===== config.mk =====
export PLATFORM = sky130hd
export DESIGN_NAME = regfile_sequencer
export DESIGN_NICKNAME = d
export VERILOG_FILES = /design/src/rtl/regfile_sequencer_pkg.sv /design/src/rtl/regfile_sequencer_alu.sv /design/src/rtl/regfile_sequencer.sv
export SDC_FILE = /design/constraint.sdc
export NUM_CORES = 1
export LEC_CHECK = 0
export CORE_MARGIN = 1
export CORE_UTILIZATION = 52
export DETAILED_ROUTE_END_ITERATION = 12
export HOLD_SLACK_MARGIN = 0.05
export PLACE_DENSITY = 0.89
export SLEW_MARGIN = 5
export SYNTH_ARGS = -nofsm -noshare
export SYNTH_HDL_FRONTEND = slang
export SYNTH_SLANG_ARGS = --single-unit

===== constraint.sdc =====
create_clock -name clk -period 3.1 [get_ports clk]
set_clock_uncertainty 0.2 [all_clocks]
set_input_delay 0.62 -clock clk [delete_from_list [all_inputs] [get_ports clk]]
set_output_delay 0.62 -clock clk [all_outputs]
set_load 0.01 [all_outputs]

===== src/rtl/regfile_sequencer_pkg.sv =====
// Shared definitions for the register file sequencer: opcodes, instruction
// layout and state encoding.
package regfile_sequencer_pkg;

    localparam logic [1:0] OP_ADD = 2'b00;
    localparam logic [1:0] OP_SUB = 2'b01;
    localparam logic [1:0] OP_AND = 2'b10;
    localparam logic [1:0] OP_MOV = 2'b11;

    localparam logic [7:0] HALT_INSTR = 8'hFF;

    localparam logic [2:0] ST_IDLE = 3'd0;
    localparam logic [2:0] ST_READ = 3'd1;
    localparam logic [2:0] ST_EXEC = 3'd2;
    localparam logic [2:0] ST_WB   = 3'd3;
    localparam logic [2:0] ST_HALT = 3'd4;

    localparam int OP_HI  = 7;
    localparam int OP_LO  = 6;
    localparam int RD_HI  = 5;
    localparam int RD_LO  = 4;
    localparam int RS1_HI = 3;
    localparam int RS1_LO = 2;
    localparam int RS2_HI = 1;
    localparam int RS2_LO = 0;

    typedef struct packed {
        logic [1:0] op;
        logic [1:0] rd;
        logic [1:0] rs1;
        logic [1:0] rs2;
    } instr_t;

    function automatic instr_t decode_instr(input logic [7:0] raw);
        instr_t d;
        d.op  = raw[OP_HI:OP_LO];
        d.rd  = raw[RD_HI:RD_LO];
        d.rs1 = raw[RS1_HI:RS1_LO];
        d.rs2 = raw[RS2_HI:RS2_LO];
        return d;
    endfunction

endpackage


===== src/rtl/regfile_sequencer_alu.sv =====
// Combinational ALU used in the EXEC step of the sequencer.
// Carry is the ADD carry-out or the SUB borrow; logic ops clear it.
module seq_alu
    import regfile_sequencer_pkg::*;
#(
    parameter int DATA_W = 8
) (
    input  logic [1:0]        op,
    input  logic [DATA_W-1:0] a,
    input  logic [DATA_W-1:0] b,
    output logic [DATA_W-1:0] res,
    output logic              carry,
    output logic              zero
);

    logic [DATA_W:0] sum;

    assign sum = {1'b0, a} + {1'b0, b};

    always_comb begin
        res   = '0;
        carry = 1'b0;
        case (op)
            OP_ADD: begin
                res   = sum[DATA_W-1:0];
                carry = sum[DATA_W];
            end
            OP_SUB: begin
                res   = a - b;
                carry = (a < b);
            end
            OP_AND: res = a & b;
            OP_MOV: res = a;
            default: res = '0;
        endcase
    end

    assign zero = (res == '0);

endmodule


===== src/rtl/regfile_sequencer.sv =====
// Multi-cycle sequencer: accepts an instruction, reads two registers, runs the
// ALU and writes the result back with a one-cycle strobe.
module regfile_sequencer
    import regfile_sequencer_pkg::*;
#(
    parameter int DATA_W = 8,
    parameter int CNT_W  = 8
) (
    input  logic              clk,
    input  logic              rst,
    input  logic              instr_valid,
    input  logic [7:0]        instr_data,
    output logic              instr_ready,
    output logic [1:0]        rf_read_reg1,
    output logic [1:0]        rf_read_reg2,
    input  logic [DATA_W-1:0] rf_read_data1,
    input  logic [DATA_W-1:0] rf_read_data2,
    output logic              rf_reg_write,
    output logic [1:0]        rf_write_reg,
    output logic [DATA_W-1:0] rf_write_data,
    output logic              busy,
    output logic              halted,
    output logic              flag_zero,
    output logic              flag_carry,
    output logic [CNT_W-1:0]  retired
);

    logic [2:0]        state;
    instr_t            ir;
    logic [DATA_W-1:0] op_a;
    logic [DATA_W-1:0] op_b;
    logic [DATA_W-1:0] result;
    logic [DATA_W-1:0] alu_res;
    logic              alu_carry;
    logic              alu_zero;

    seq_alu #(.DATA_W(DATA_W)) u_alu (
        .op    (ir.op),
        .a     (op_a),
        .b     (op_b),
        .res   (alu_res),
        .carry (alu_carry),
        .zero  (alu_zero)
    );

    assign instr_ready   = (state == ST_IDLE) && !rst;
    assign busy          = (state == ST_READ) || (state == ST_EXEC) || (state == ST_WB);
    assign rf_read_reg1  = ir.rs1;
    assign rf_read_reg2  = ir.rs2;
    assign rf_reg_write  = (state == ST_WB);
    assign rf_write_reg  = ir.rd;
    assign rf_write_data = result;

    // Operands are captured in READ, so a destination that aliases a source
    // is safe: the writeback happens two edges later.
    always_ff @(posedge clk) begin
        if (rst) begin
            state      <= ST_IDLE;
            ir         <= '0;
            op_a       <= '0;
            op_b       <= '0;
            result     <= '0;
            flag_zero  <= 1'b0;
            flag_carry <= 1'b0;
            retired    <= '0;
            halted     <= 1'b0;
        end else begin
            case (state)
                ST_IDLE: begin
                    if (instr_valid) begin
                        ir <= decode_instr(instr_data);
                        if (instr_data == HALT_INSTR) begin
                            state  <= ST_HALT;
                            halted <= 1'b1;
                        end else begin
                            state <= ST_READ;
                        end
                    end
                end
                ST_READ: begin
                    op_a  <= rf_read_data1;
                    op_b  <= rf_read_data2;
                    state <= ST_EXEC;
                end
                ST_EXEC: begin
                    result     <= alu_res;
                    flag_zero  <= alu_zero;
                    flag_carry <= alu_carry;
                    state      <= ST_WB;
                end
                ST_WB: begin
                    retired <= retired + CNT_W'(1);
                    state   <= ST_IDLE;
                end
                ST_HALT: state <= ST_HALT;
                default: state <= ST_IDLE;
            endcase
        end
    end

endmodule


==> metrics.txt <==
Residual DRC 0; cell area after synthesis 2710 sq um; flop2flop setup slack between 0.4 and 0.5 ns; synth unique cells 62; share of Yosys cell area claimed by the top area cell type 0.339; Root Buffer clkbuf_8; Final Hold Violating Endpoints 0; H-tree depth 2; hold bufs inserted after CTS 0; GRT busiest layer met2; mean cell area of the mapped netlist 8.05 sq um; Slew @ Worst Pin about 0.76 ns; Setup crit end kind register; Total Routing Usage GR 0.233; num ports 55; kind of critical path register to register; outcome complete, no violations; Port Buffer Count between 50 and 60; synthesized instance count around 340; area leader, netlist dfxtp_1; CP max FO 4; total number of vias 2423; clk sinks 46; YS warnings 0; Worst EP required roughly 3.1 ns; clock buffer depth 2; initial antenna violation count 0; met3 Use GR 0.0325; cell row count 25; fin crit period between 2 and 3 ns; final setup vio count 0; area growth from synthesis to layout 22.0%; static leakage 1.27 nW; met2 Track Usage GR 0.394; Clk Latency, worst-skew pair 0.31 ns; Worst Setup Start Kind register; syn_nets 383; RSZ-0062 raised after global routing false; TritonCTS clock tree yes; first-pass GRT wire length 9.85 mm; FMAX ~0.38 GHz; final hold slack approximately 0.26 ns; die height approximately 74 microns; overflow left after global routing 0; post-cts resize count 0; crit path DAT about 2.7 ns; P per Cell Area between 400 and 500 nW/um^2; Tcrit/Tclk final 0.854; Synth async-reset ratio 0; 1st-pass router iterations 5; Max-cap violations 0; initial DRC count roughly 140; pins over their slew limit 0; WL/cell between 10 and 15 microns; diode count 0; antenna viol nets, final 0; met1 global-route usage 0.294; Post-synth EDFFs 0; Finished Core Util 0.678; Worst Hold Class register to register; VDD IR-drop max approximately 0.27 mV; DP HPWL 4.38 mm; Clk pin slew, worst setup/hold paths 0.09 ns; vias in the first global route 2188; Via density 5.46; ys flop type dfxtp_1; Die ar. about 5500 sq um; Initial Util 0.556; largest net degree at the start of global routing 48; postcts setup bufs 0; total core area between 4000 and 5000 sq um; synth top area cells dfxtp_1 (34%), a21oi_1 (8.7%), nand2_1 (8.4%), ha_1 (7.8%), nor2_1 (3.0%); RD Place Congestion 0.909; Seq/Total Area, Yosys 0.339; synthesized flop and latch total 46; Die X 74.2 microns; nets 422; slew margin rel. 0.490; Pwr Total 1.49 mW; Detailed Route WL 5.97 mm; CTS buffer count 5; fillcell total 427; layout cells sized above 1 0.0557; Setup TNS 0 ns
[report_power, final]
group | leakage (nW) | internal, mW | switching (mW) | total (mW)
logic | 0.839 | 0.176 | 0.193 | 0.368
clock network | 0.0585 | 0.242 | 0.226 | 0.468
registers | 0.374 | 0.624 | 0.0338 | 0.657
[metal layers]
metal,vias up,wire (microns)
li1,1231,-
met1,1119,2700
met2,63,2930
met3,10,245
met4,0,91
met5,-,0
[final timing paths]
kind                                startpoint  depth (start not counted)                           end
setup / recovery          op_a[0]$_SDFFE_PP0P_                         10        flag_zero$_SDFFE_PP0P_
hold / removal    rf_write_reg[1]$_SDFFE_PP0P_                          2  rf_write_reg[1]$_SDFFE_PP0P_
setup reg to reg          op_a[0]$_SDFFE_PP0P_                         10        flag_zero$_SDFFE_PP0P_
hold reg to reg   rf_write_reg[1]$_SDFFE_PP0P_                          2  rf_write_reg[1]$_SDFFE_PP0P_
[worst max-delay path: stages (launching register included)]
cell and delay (ns):
dfxtp_1 0.38, ha_1 0.18, inv_1 0.07, fa_1 0.42, o21bai_2 0.15, nand3_1 0.09
a21oi_1 0.24, mux2i_1 0.21, a32oi_1 0.08, or3_1 0.39, o31ai_2 0.16
[cells in the mapped netlist (all sizes together) (2+ instances only)]
master  number
or3b         2
a21o         2
nand3        5
and3         2
nor3         5
nor3b        3
mux2i        5
nand4        4
xor2         5
o21ai        8
and2         2
a31oi        2
nand2       61
or3          2
nor2        22
nand3b       3
nor2b        2
nor4         4
and2b        2
a21oi       49
o21bai       2
inv         19
nor4b        2
nand2b       2
ha          17
dfxtp       46
fa           2
a211oi       4
clkbuf      11
buf         13
o31ai        2
xnor2        9
[through the flow]
stage	std cells	instance area, sq um	setup WS [ns]
final	444	3310	0.452
after global routing	444	3310	0.260
after CTS	444	3310	0.455
after detailed placement	436	3200	0.488
after global placement	436	3200	0.505
after floorplan	337	2710	0.639
[layout make-up]
cell class / count / area (sq um) / area share
clock inverters: 3 / 43.8 / 0.0132
flip-flops and latches: 46 / 921 / 0.278
repair buffers: 57 / 563 / 0.170
well taps: 67 / 83.8 / 0.0253
multi-input cells: 247 / 1560 / 0.471
inverters: 19 / 71.3 / 0.0215
clock buffers: 5 / 68.8 / 0.0208
[cells in the final DEF (no fill, tap or decap), types with 9 or more instances in the layout]
cell type,n
a21oi_1,47
clkdlybuf4s50_1,54
nor2_1,22
dfxtp_1,46
nand2_1,61
inv_1,18
xnor2_1,9
ha_1,17
[cell families after synthesis]
group / count (synthesis) / share of synthesized area
compound gates: 81 / 0.185
fa+ha+maj: 19 / 0.0932
buf+inv: 44 / 0.0858
flops: 46 / 0.339
mux: 6 / 0.0268
simple gates: 127 / 0.224
xor+xnor: 14 / 0.0452
Power figures use the tool's default switching activity.
